===== src/rtl/fp_result_arbiter_pkg.sv =====
// Shared types for the FP result arbiter: FSM state encoding and default width.
// Arbitration mode is chosen by the RR_ARB_EN macro in the control unit.
package fp_result_arbiter_pkg;

    localparam int DEFAULT_W = 32;

    typedef enum logic [1:0] {
        IDLE    = 2'd0,
        PRESENT = 2'd1,
        RELEASE = 2'd2
    } arb_state_e;

endpackage


===== src/rtl/fp_arb_pick.sv =====
// Combinational picker: first valid slot found when searching upward from ptr_i,
// wrapping modulo NREQ. A zero pointer gives lowest-index-first priority.
module fp_arb_pick
    import fp_result_arbiter_pkg::*;
#(
    parameter int NREQ = 4,
    parameter int IW   = 2
) (
    input  logic [NREQ-1:0] vld_i,
    input  logic [IW-1:0]   ptr_i,
    output logic [IW-1:0]   gnt_o,
    output logic            any_o
);

    int idx;

    // Walk the slots from the pointer, wrapping, and keep the first valid one.
    always_comb begin
        gnt_o = '0;
        any_o = 1'b0;
        idx   = 0;
        for (int k = 0; k < NREQ; k++) begin
            idx = int'(ptr_i) + k;
            if (idx >= NREQ) begin
                idx = idx - NREQ;
            end
            if (!any_o && vld_i[idx[IW-1:0]]) begin
                any_o = 1'b1;
                gnt_o = idx[IW-1:0];
            end
        end
    end

endmodule


===== src/rtl/fp_result_arbiter_cu.sv =====
// Control unit: IDLE/PRESENT/RELEASE four-phase handshake FSM and grant pointer.
// RR_ARB_EN defined: rotating search pointer; undefined: pointer fixed at 0.
module fp_result_arbiter_cu
    import fp_result_arbiter_pkg::*;
#(
    parameter int NREQ = 4,
    parameter int IW   = 2
) (
    input  logic          clk_i,
    input  logic          rst_i,
    input  logic          any_i,
    input  logic [IW-1:0] pick_i,
    input  logic          acc_i,
    output logic [IW-1:0] ptr_o,
    output logic          load_o,
    output logic          clr_o,
    output logic [IW-1:0] gid_o,
    output logic          ready_o
);

    arb_state_e    state_q, state_d;
    logic [IW-1:0] gid_q, gid_d;

    // State and grant id registers.
    always_ff @(posedge clk_i or posedge rst_i) begin
        if (rst_i) begin
            state_q <= IDLE;
            gid_q   <= '0;
        end else begin
            state_q <= state_d;
            gid_q   <= gid_d;
        end
    end

    // Handshake sequencing: grant in IDLE, present until ack, wait for ack release.
    always_comb begin
        state_d = state_q;
        gid_d   = gid_q;
        load_o  = 1'b0;
        clr_o   = 1'b0;
        ready_o = 1'b0;
        unique case (state_q)
            IDLE: begin
                if (any_i) begin
                    load_o  = 1'b1;
                    gid_d   = pick_i;
                    state_d = PRESENT;
                end
            end
            PRESENT: begin
                ready_o = 1'b1;
                if (acc_i) begin
                    clr_o   = 1'b1;
                    state_d = RELEASE;
                end
            end
            RELEASE: begin
                if (!acc_i) begin
                    state_d = IDLE;
                end
            end
            default: state_d = IDLE;
        endcase
    end

    assign gid_o = gid_q;

`ifdef RR_ARB_EN
    logic [IW-1:0] ptr_q, ptr_d;

    // Next search starts just past the source granted most recently.
    always_comb begin
        ptr_d = ptr_q;
        if (load_o) begin
            if (pick_i == IW'(NREQ - 1)) begin
                ptr_d = '0;
            end else begin
                ptr_d = pick_i + 1'b1;
            end
        end
    end

    // Round-robin pointer register; source 0 searched first after reset.
    always_ff @(posedge clk_i or posedge rst_i) begin
        if (rst_i) begin
            ptr_q <= '0;
        end else begin
            ptr_q <= ptr_d;
        end
    end

    assign ptr_o = ptr_q;
`else
    assign ptr_o = '0;
`endif

endmodule


===== src/rtl/fp_result_arbiter_dp.sv =====
// Datapath: done edge detect, per-source capture slots, overflow flag and
// the registered output word.
module fp_result_arbiter_dp
    import fp_result_arbiter_pkg::*;
#(
    parameter int NREQ = 4,
    parameter int W    = DEFAULT_W,
    parameter int IW   = 2
) (
    input  logic            clk_i,
    input  logic            rst_i,
    input  logic [NREQ-1:0] done_i,
    input  logic [NREQ*W-1:0] result_i,
    input  logic            load_i,
    input  logic [IW-1:0]   sel_i,
    input  logic            clr_i,
    input  logic [IW-1:0]   clr_idx_i,
    output logic [NREQ-1:0] vld_o,
    output logic [W-1:0]    bus_o,
    output logic            ovf_o
);

    logic [NREQ-1:0] done_q;
    logic [NREQ-1:0] rise;
    logic [NREQ-1:0] clr_vec;
    logic [NREQ-1:0] vld_q, vld_d;
    logic [W-1:0]    slot_q [NREQ];
    logic [W-1:0]    slot_d [NREQ];
    logic [W-1:0]    bus_q, bus_d;
    logic            ovf_q, ovf_d;

    assign rise    = done_i & ~done_q;
    assign clr_vec = clr_i ? (NREQ'(1) << clr_idx_i) : '0;

    // Slot capture on done rise; a rise into a full, uncleared slot is dropped.
    always_comb begin
        vld_d  = vld_q;
        slot_d = slot_q;
        ovf_d  = ovf_q;
        bus_d  = bus_q;
        for (int i = 0; i < NREQ; i++) begin
            if (rise[i]) begin
                if (vld_q[i] && !clr_vec[i]) begin
                    ovf_d = 1'b1;
                end else begin
                    slot_d[i] = result_i[i*W +: W];
                    vld_d[i]  = 1'b1;
                end
            end else if (clr_vec[i]) begin
                vld_d[i] = 1'b0;
            end
        end
        if (load_i) begin
            bus_d = slot_q[sel_i];
        end
    end

    // Edge-detect history, slots, output word and sticky overflow.
    always_ff @(posedge clk_i or posedge rst_i) begin
        if (rst_i) begin
            done_q <= '0;
            vld_q  <= '0;
            bus_q  <= '0;
            ovf_q  <= 1'b0;
            for (int i = 0; i < NREQ; i++) begin
                slot_q[i] <= '0;
            end
        end else begin
            done_q <= done_i;
            vld_q  <= vld_d;
            bus_q  <= bus_d;
            ovf_q  <= ovf_d;
            for (int i = 0; i < NREQ; i++) begin
                slot_q[i] <= slot_d[i];
            end
        end
    end

    assign vld_o = vld_q;
    assign bus_o = bus_q;
    assign ovf_o = ovf_q;

endmodule


===== src/rtl/fp_result_arbiter.sv =====
// FP result arbiter top: merges NREQ completion sources onto one four-phase
// consumer port. Define RR_ARB_EN for round-robin, else fixed priority.
module fp_result_arbiter
    import fp_result_arbiter_pkg::*;
#(
    parameter  int NREQ = 4,
    parameter  int W    = DEFAULT_W,
    localparam int IW   = (NREQ > 1) ? $clog2(NREQ) : 1
) (
    input  logic              clk,
    input  logic              rst,
    input  logic [NREQ-1:0]   done,
    input  logic [NREQ*W-1:0] result,
    output logic [NREQ-1:0]   busy,
    output logic [W-1:0]      out_bus,
    output logic [IW-1:0]     grant_id,
    output logic              result_ready,
    input  logic              result_accepted,
    output logic              ovf
);

    logic [NREQ-1:0] vld;
    logic [IW-1:0]   ptr;
    logic [IW-1:0]   pick;
    logic            any;
    logic            load;
    logic            clr;

    fp_arb_pick #(
        .NREQ (NREQ),
        .IW   (IW)
    ) u_pick (
        .vld_i (vld),
        .ptr_i (ptr),
        .gnt_o (pick),
        .any_o (any)
    );

    fp_result_arbiter_cu #(
        .NREQ (NREQ),
        .IW   (IW)
    ) u_cu (
        .clk_i   (clk),
        .rst_i   (rst),
        .any_i   (any),
        .pick_i  (pick),
        .acc_i   (result_accepted),
        .ptr_o   (ptr),
        .load_o  (load),
        .clr_o   (clr),
        .gid_o   (grant_id),
        .ready_o (result_ready)
    );

    fp_result_arbiter_dp #(
        .NREQ (NREQ),
        .W    (W),
        .IW   (IW)
    ) u_dp (
        .clk_i     (clk),
        .rst_i     (rst),
        .done_i    (done),
        .result_i  (result),
        .load_i    (load),
        .sel_i     (pick),
        .clr_i     (clr),
        .clr_idx_i (grant_id),
        .vld_o     (vld),
        .bus_o     (out_bus),
        .ovf_o     (ovf)
    );

    assign busy = vld;

endmodule


===== config.mk =====
export PLATFORM = sky130hd
export DESIGN_NAME = fp_result_arbiter
export DESIGN_NICKNAME = d
export VERILOG_FILES = /design/src/rtl/fp_result_arbiter_pkg.sv /design/src/rtl/fp_arb_pick.sv /design/src/rtl/fp_result_arbiter_cu.sv /design/src/rtl/fp_result_arbiter_dp.sv /design/src/rtl/fp_result_arbiter.sv
export SDC_FILE = /design/constraint.sdc
export NUM_CORES = 1
export LEC_CHECK = 0
export CORE_ASPECT_RATIO = 0.8
export CORE_MARGIN = 2
export CORE_UTILIZATION = 40
export CTS_BUF_LIST = sky130_fd_sc_hd__clkbuf_8
export CTS_CLUSTER_SIZE = 28
export DETAILED_ROUTE_END_ITERATION = 8
export HOLD_SLACK_MARGIN = 0.02
export PLACE_DENSITY = 0.67
export SYNTH_ARGS = -nofsm -noshare
export SYNTH_HDL_FRONTEND = slang
export SYNTH_HIERARCHICAL = 1
export SYNTH_SLANG_ARGS = --single-unit

===== constraint.sdc =====
create_clock -name clk -period 11.4 [get_ports clk]
set_input_delay 1.14 -clock clk [delete_from_list [all_inputs] [get_ports clk]]
set_output_delay 1.14 -clock clk [all_outputs]
set_load 0.005 [all_outputs]

# Word-level counts from Yosys, hierarchy flattened

Index checks and enable logic that the tools add are counted.

Bits of input ports: 135
Output and inout bits: 40
Register bits: 173

Multiplexer cells: 40
Shift operators: 1
Reduce and logical (&&, ||, !) cells: 29
$lt $le $gt $ge: 1
Bitwise operators: 7
Eq/ne operators: 9

Operators by type and width:

| kind                                                | number |
|---|---|
| binary-select mux 32 bit (select 2 bit)             | 1 |
| 2-to-1 mux 32 bit                                   | 2 |
| 2-to-1 mux 1 bit                                    | 30 |
| AND reduction 2 bit                                 | 9 |
| inequality test 2 bit, second input constant        | 7 |
| 2-to-1 mux 2 bit                                    | 5 |
| nonzero test 2 bit                                  | 4 |
| logical AND 1 bit                                   | 7 |
| zero test 1 bit                                     | 7 |
| one-hot mux 2 bit (3 select lines)                  | 1 |
| bitwise AND 4 bit                                   | 1 |
| 2-to-1 mux 4 bit                                    | 1 |
| NOT 1 bit                                           | 4 |
| NOT 4 bit                                           | 1 |
| left shift 1 x 2 -> 4 bit, first input constant     | 1 |
| >= comparator 3 bit, second input constant          | 1 |
| NOT 2 -> 3 bit                                      | 1 |
| AND reduction 3 bit                                 | 1 |
| equality test 2 x 1 -> 1 bit, second input constant | 1 |
| equality test 2 bit, second input constant          | 1 |
| zero test 2 bit                                     | 1 |

# Logic depth before layout (Yosys ltp)

Word-level depth: 14
Depth in mapped cells: 8
Mapped depth without buffers: 5

# Hierarchy

Netlist, hierarchy kept.

By module, submodules not included:

| module               | sequential area each (µm²) | cells an instance | area each (µm²) | instances |
|---|---|---|---|---|
| fp_result_arbiter_dp | 4229.1                     | 410               | 7059.3          | 1 |
| fp_result_arbiter_cu | 100.1                      | 17                | 206.4           | 1 |
| fp_arb_pick          | 0.0                        | 15                | 77.6            | 1 |

# Worst setup path after synthesis

OpenSTA, ideal clock, no wires.

Path kind: in2reg
From: input result_accepted
To: register u_dp/slot_q[116] (netlist bit)
Buffers on the path: 1
Cell stages on the path: 5
Library setup time: 125 ps
Data required time: 11275 ps
Arrival time: 2398 ps
Path slack: 8877 ps
Cell sequence: and2_1 > or3b_4 > a21oi_4 > buf_6 > mux2_2

Word-level cells in the longest chain between the ends: 7

Ends and longest elaborated chain:

| what                           | RTL line                   | text |
|---|---|---|
| start: declaration             | fp_result_arbiter.sv:18    | `input logic result_accepted,` |
| 2-to-1 mux 1 bit               | fp_result_arbiter_cu.sv:52 | `if (acc_i) begin` |
| 2-to-1 mux 1 bit               | fp_result_arbiter_cu.sv:42 | `unique case (state_q)` |
| 2-to-1 mux 4 bit               | fp_result_arbiter_dp.sv:33 | `assign clr_vec = clr_i ? (NREQ'(1) << clr_idx_i) : '0;` |
| zero test 1 bit                | fp_result_arbiter_dp.sv:43 | `if (vld_q[i] && !clr_vec[i]) begin` |
| logical AND 1 bit              | fp_result_arbiter_dp.sv:43 |  |
| NOT 1 bit (no line)            | -                          |  |
| AND reduction 2 bit (no line)  | -                          |  |
| end signal: indexed assignment | fp_result_arbiter_dp.sv:74 | `slot_q[i] <= slot_d[i];` |
| end: declaration               | fp_result_arbiter_dp.sv:27 | `logic [W-1:0] slot_q [NREQ];` |

No other way between the ends.
A chain may end at the register's enable or synchronous reset.

# Worst setup path in the final report

From: input result_accepted
To: register u_dp/slot_q[99] (netlist bit)

Word-level cells in the longest chain between the ends: 7

Ends and longest elaborated chain:

| what                          | RTL line                   | text |
|---|---|---|
| 2-to-1 mux 1 bit              | fp_result_arbiter_cu.sv:52 |  |
| 2-to-1 mux 1 bit              | fp_result_arbiter_cu.sv:42 |  |
| via clr                       | fp_result_arbiter.sv:27    | `logic clr;` |
| 2-to-1 mux 4 bit              | fp_result_arbiter_dp.sv:33 |  |
| zero test 1 bit               | fp_result_arbiter_dp.sv:43 |  |
| logical AND 1 bit             | fp_result_arbiter_dp.sv:43 |  |
| NOT 1 bit (no line)           | -                          |  |
| AND reduction 2 bit (no line) | -                          |  |

The timed path passes the listed nets, and every way through them passes these cells.

==> impl_metrics.json <==
{
  "report.final.slew_viol_count": 0,
  "p_comb_share_pct": 35.9,
  "slew_headroom_pct": 32.40,
  "power_frac_seq_pct": 46.5,
  "cts_tree": "done",
  "fin_skew_ns": 0.01792,
  "first_pass_iters": 4,
  "drt_wl_total_um": 17060,
  "routed_via_density": 5.119,
  "antenna_found_initial": 0,
  "min_period_over_period_pct": 28.73,
  "dp.cells": 830,
  "rows": 44,
  "wl_per_cell_um": 19.88,
  "ys_warn_count": 6,
  "ys_ff_latch": 173,
  "start_util_pct": 40.67,
  "end_kind": "flip-flop",
  "syn_area_um2": 7343,
  "num_antenna_cells": 0,
  "reg2reg_from": "u_dp/vld_o[1]",
  "min_path_type": "flip-flop to flip-flop",
  "power_frac_clock_pct": 17.6,
  "drt-initial-drc-count": 220,
  "synth.avg_cell_area_um2": 16.61,
  "ys.flop_type": "dfrtp_1",
  "cts_max_path_buffers": 2,
  "switching_power_uw": 640.0,
  "synth_edf_count": 0,
  "final_cells": 858,
  "vdd_drop_max_uv": 84.25,
  "nFillCells": 1467,
  "cts_made_buffers": 17,
  "vias": 4392,
  "clkTransAtPathRegs_ns": 0.08,
  "start_kind": "primary input",
  "clkLatencyLatePin_ns": 0.45,
  "worstHoldStart": "u_dp/slot_q[85]",
  "syn_inst": 442,
  "drc_errors": 0,
  "period_needed_ns": 3.275,
  "grt_pass1_wl_um": 27050,
  "grt_usage_pct": 18.45,
  "status": "complete, no violations",
  "clock-root-buffer": "clkbuf_8",
  "power_density_nw_per_um2": 238.9,
  "synth-seq-area-share_pct": 58.95,
  "max_freq_mhz": 305.3,
  "worst_slew_pin_slew_ns": 1.014,
  "hold_viol": 0,
  "p_int_uw": 1677,
  "regArea_um2": 4329,
  "layout_commonest_cell": "clkdlybuf4s50_1",
  "grt_start_max_net_pins": 92,
  "crit_fanout": 17,
  "syn_to_final_growth_pct": 32.05,
  "leakagePower_uw": 0.003991,
  "fp.dieArea_um2": 19470,
  "post-dp-hpwl_um": 11480,
  "drv_cap": 0,
  "most-common-layout-cells": "174 x clkdlybuf4s50_1, 173 x dfrtp_1, 153 x mux2_2, 32 x mux4_2, 19 x clkbuf_8",
  "cts_resized": 0,
  "core_um2": 18060,
  "rsz0062_at_grt": "no",
  "multi_input_area_um2": 2882,
  "h-tree-depth": 4,
  "die_h_um": 125.2,
  "critPathKind": "primary input to flip-flop",
  "required_ns": 11.73,
  "ys_async_sr_fraction_pct": 100.0,
  "finalWeightedCongestion": 0.7898,
  "worstPathArrival_ns": 3.60,
  "setup_viol": 0,
  "ys_types": 31,
  "fp.dieW_um": 155.5,
  "detail-route-antenna-nets": 0,
  "grt_pass1_vias": 4946,
  "io_buffers": 174,
  "p_sw_share_pct": 27.62,
  "gr-total-overflow": 0,
  "setup_tns_ns": 0,
  "cts.sinks": 173,
  "ctsHoldBuffers": 0,
  "drive_gt1_share_pct": 36.62,
  "finalNetCount": 754,
  "crit_start": "result_accepted",
  "report.power.total_uw": 2317,
  "io_pins": 175,
  "postCtsSetupBuffers": 0
}
-- worst paths after layout --
path	end	cells after the start	slack (ns)
max in group asynchronous	u_dp/bus_o[19]	3	8.59
hold reg to reg	u_dp/slot_q[85]	1	0.49
min in group asynchronous	u_cu/state_q[0]	2	1.00
hold / removal	u_dp/slot_q[85]	1	0.49
setup reg to reg	u_dp/bus_o[5]	6	8.48
setup / recovery	u_dp/slot_q[99]	6	8.12
-- cell families after synthesis --
kind of cell / count (synthesis) / share of synthesized area, %
AOI/OAI and AO/OA: 15 / 1.568
buffers and inverters: 33 / 2.522
DFF: 173 / 58.95
muxes: 194 / 34.66
other: 1 / 0.05107
and+or+nand+nor: 26 / 2.249
-- synthesized netlist by cell type, types with 3 or more instances --
cell / number / area share (%)
inv_1: 7 / 0.36
dfrtp_1: 173 / 59
nand2b_1: 5 / 0.43
mux2_2: 153 / 23
buf_6: 3 / 0.46
mux2_1: 9 / 1.4
buf_1: 7 / 0.36
mux4_2: 32 / 9.8
buf_2: 7 / 0.48
buf_4: 8 / 0.82
a21oi_1: 5 / 0.34
nand2_1: 8 / 0.41
-- layer usage --
layer	wire (um)	GRT usage, %	up-vias	part of all wire [%]
met5	0	0	-	0
met4	168	4.371	0	0.98
met3	1021	5.719	12	6.0
met2	8051	29.39	121	47
met1	7816	24.97	2294	46
li1	-	-	1965	-
-- area by class of cell --
| class | count | area share [%] |
|---|---|---|
| clock inverter | 9 | 1.032 |
| tap | 230 | 2.968 |
| timing repair buffer | 182 | 18.58 |
| inverter | 8 | 0.3613 |
| sequential | 173 | 44.65 |
| multi-input combinational | 237 | 29.72 |
| clock buffer | 19 | 2.697 |
-- power groups by stage --
| stage | combinational (uW) | clock, uW | sequential, uW |
|---|---|---|---|
| 6_report | 832 | 408 | 1080 |
| 5_1_grt | 897 | 447 | 1120 |
| 4_1_cts | 844 | 421 | 1080 |
| 3_5_place_dp | 840 | 0 | 1090 |
| 3_3_place_gp | 816 | 0 | 1080 |
| 2_1_floorplan | 563 | 0 | 1040 |
-- stage by stage --
step / hold WS (ns) / utilization (%) / setup WS (ns) / instance area, um2
global route: 0.5211 / 53.70 / 8.028 / 9697
finish: 0.4906 / 53.70 / 8.125 / 9697
floorplan: 0.4526 / - / 5.685 / 7347
CTS: 0.4951 / 53.70 / 8.142 / 9697
detailed placement: 0.4746 / 51.70 / 7.654 / 9335
global placement: 0.4675 / 51.70 / 7.714 / 9335
-- sequential cells by signal (all words and copies together) (netlist names) --
name          flops
u_dp/done_q       4
u_dp/ovf_o        1
u_dp/vld_o        4
u_dp/bus_o       32
u_cu/state_q      2
u_cu/gid_o        2
u_dp/slot_q     128
-- critical path, stage by stage --
cell             delay (ns)
clkdlybuf4s50_1        0.51
and2_1                 0.21
or3b_4                 0.42
a21oi_4                0.56
buf_4                  0.38
mux2_2                 0.37
Note: power is estimated with default switching activity, not from simulation.
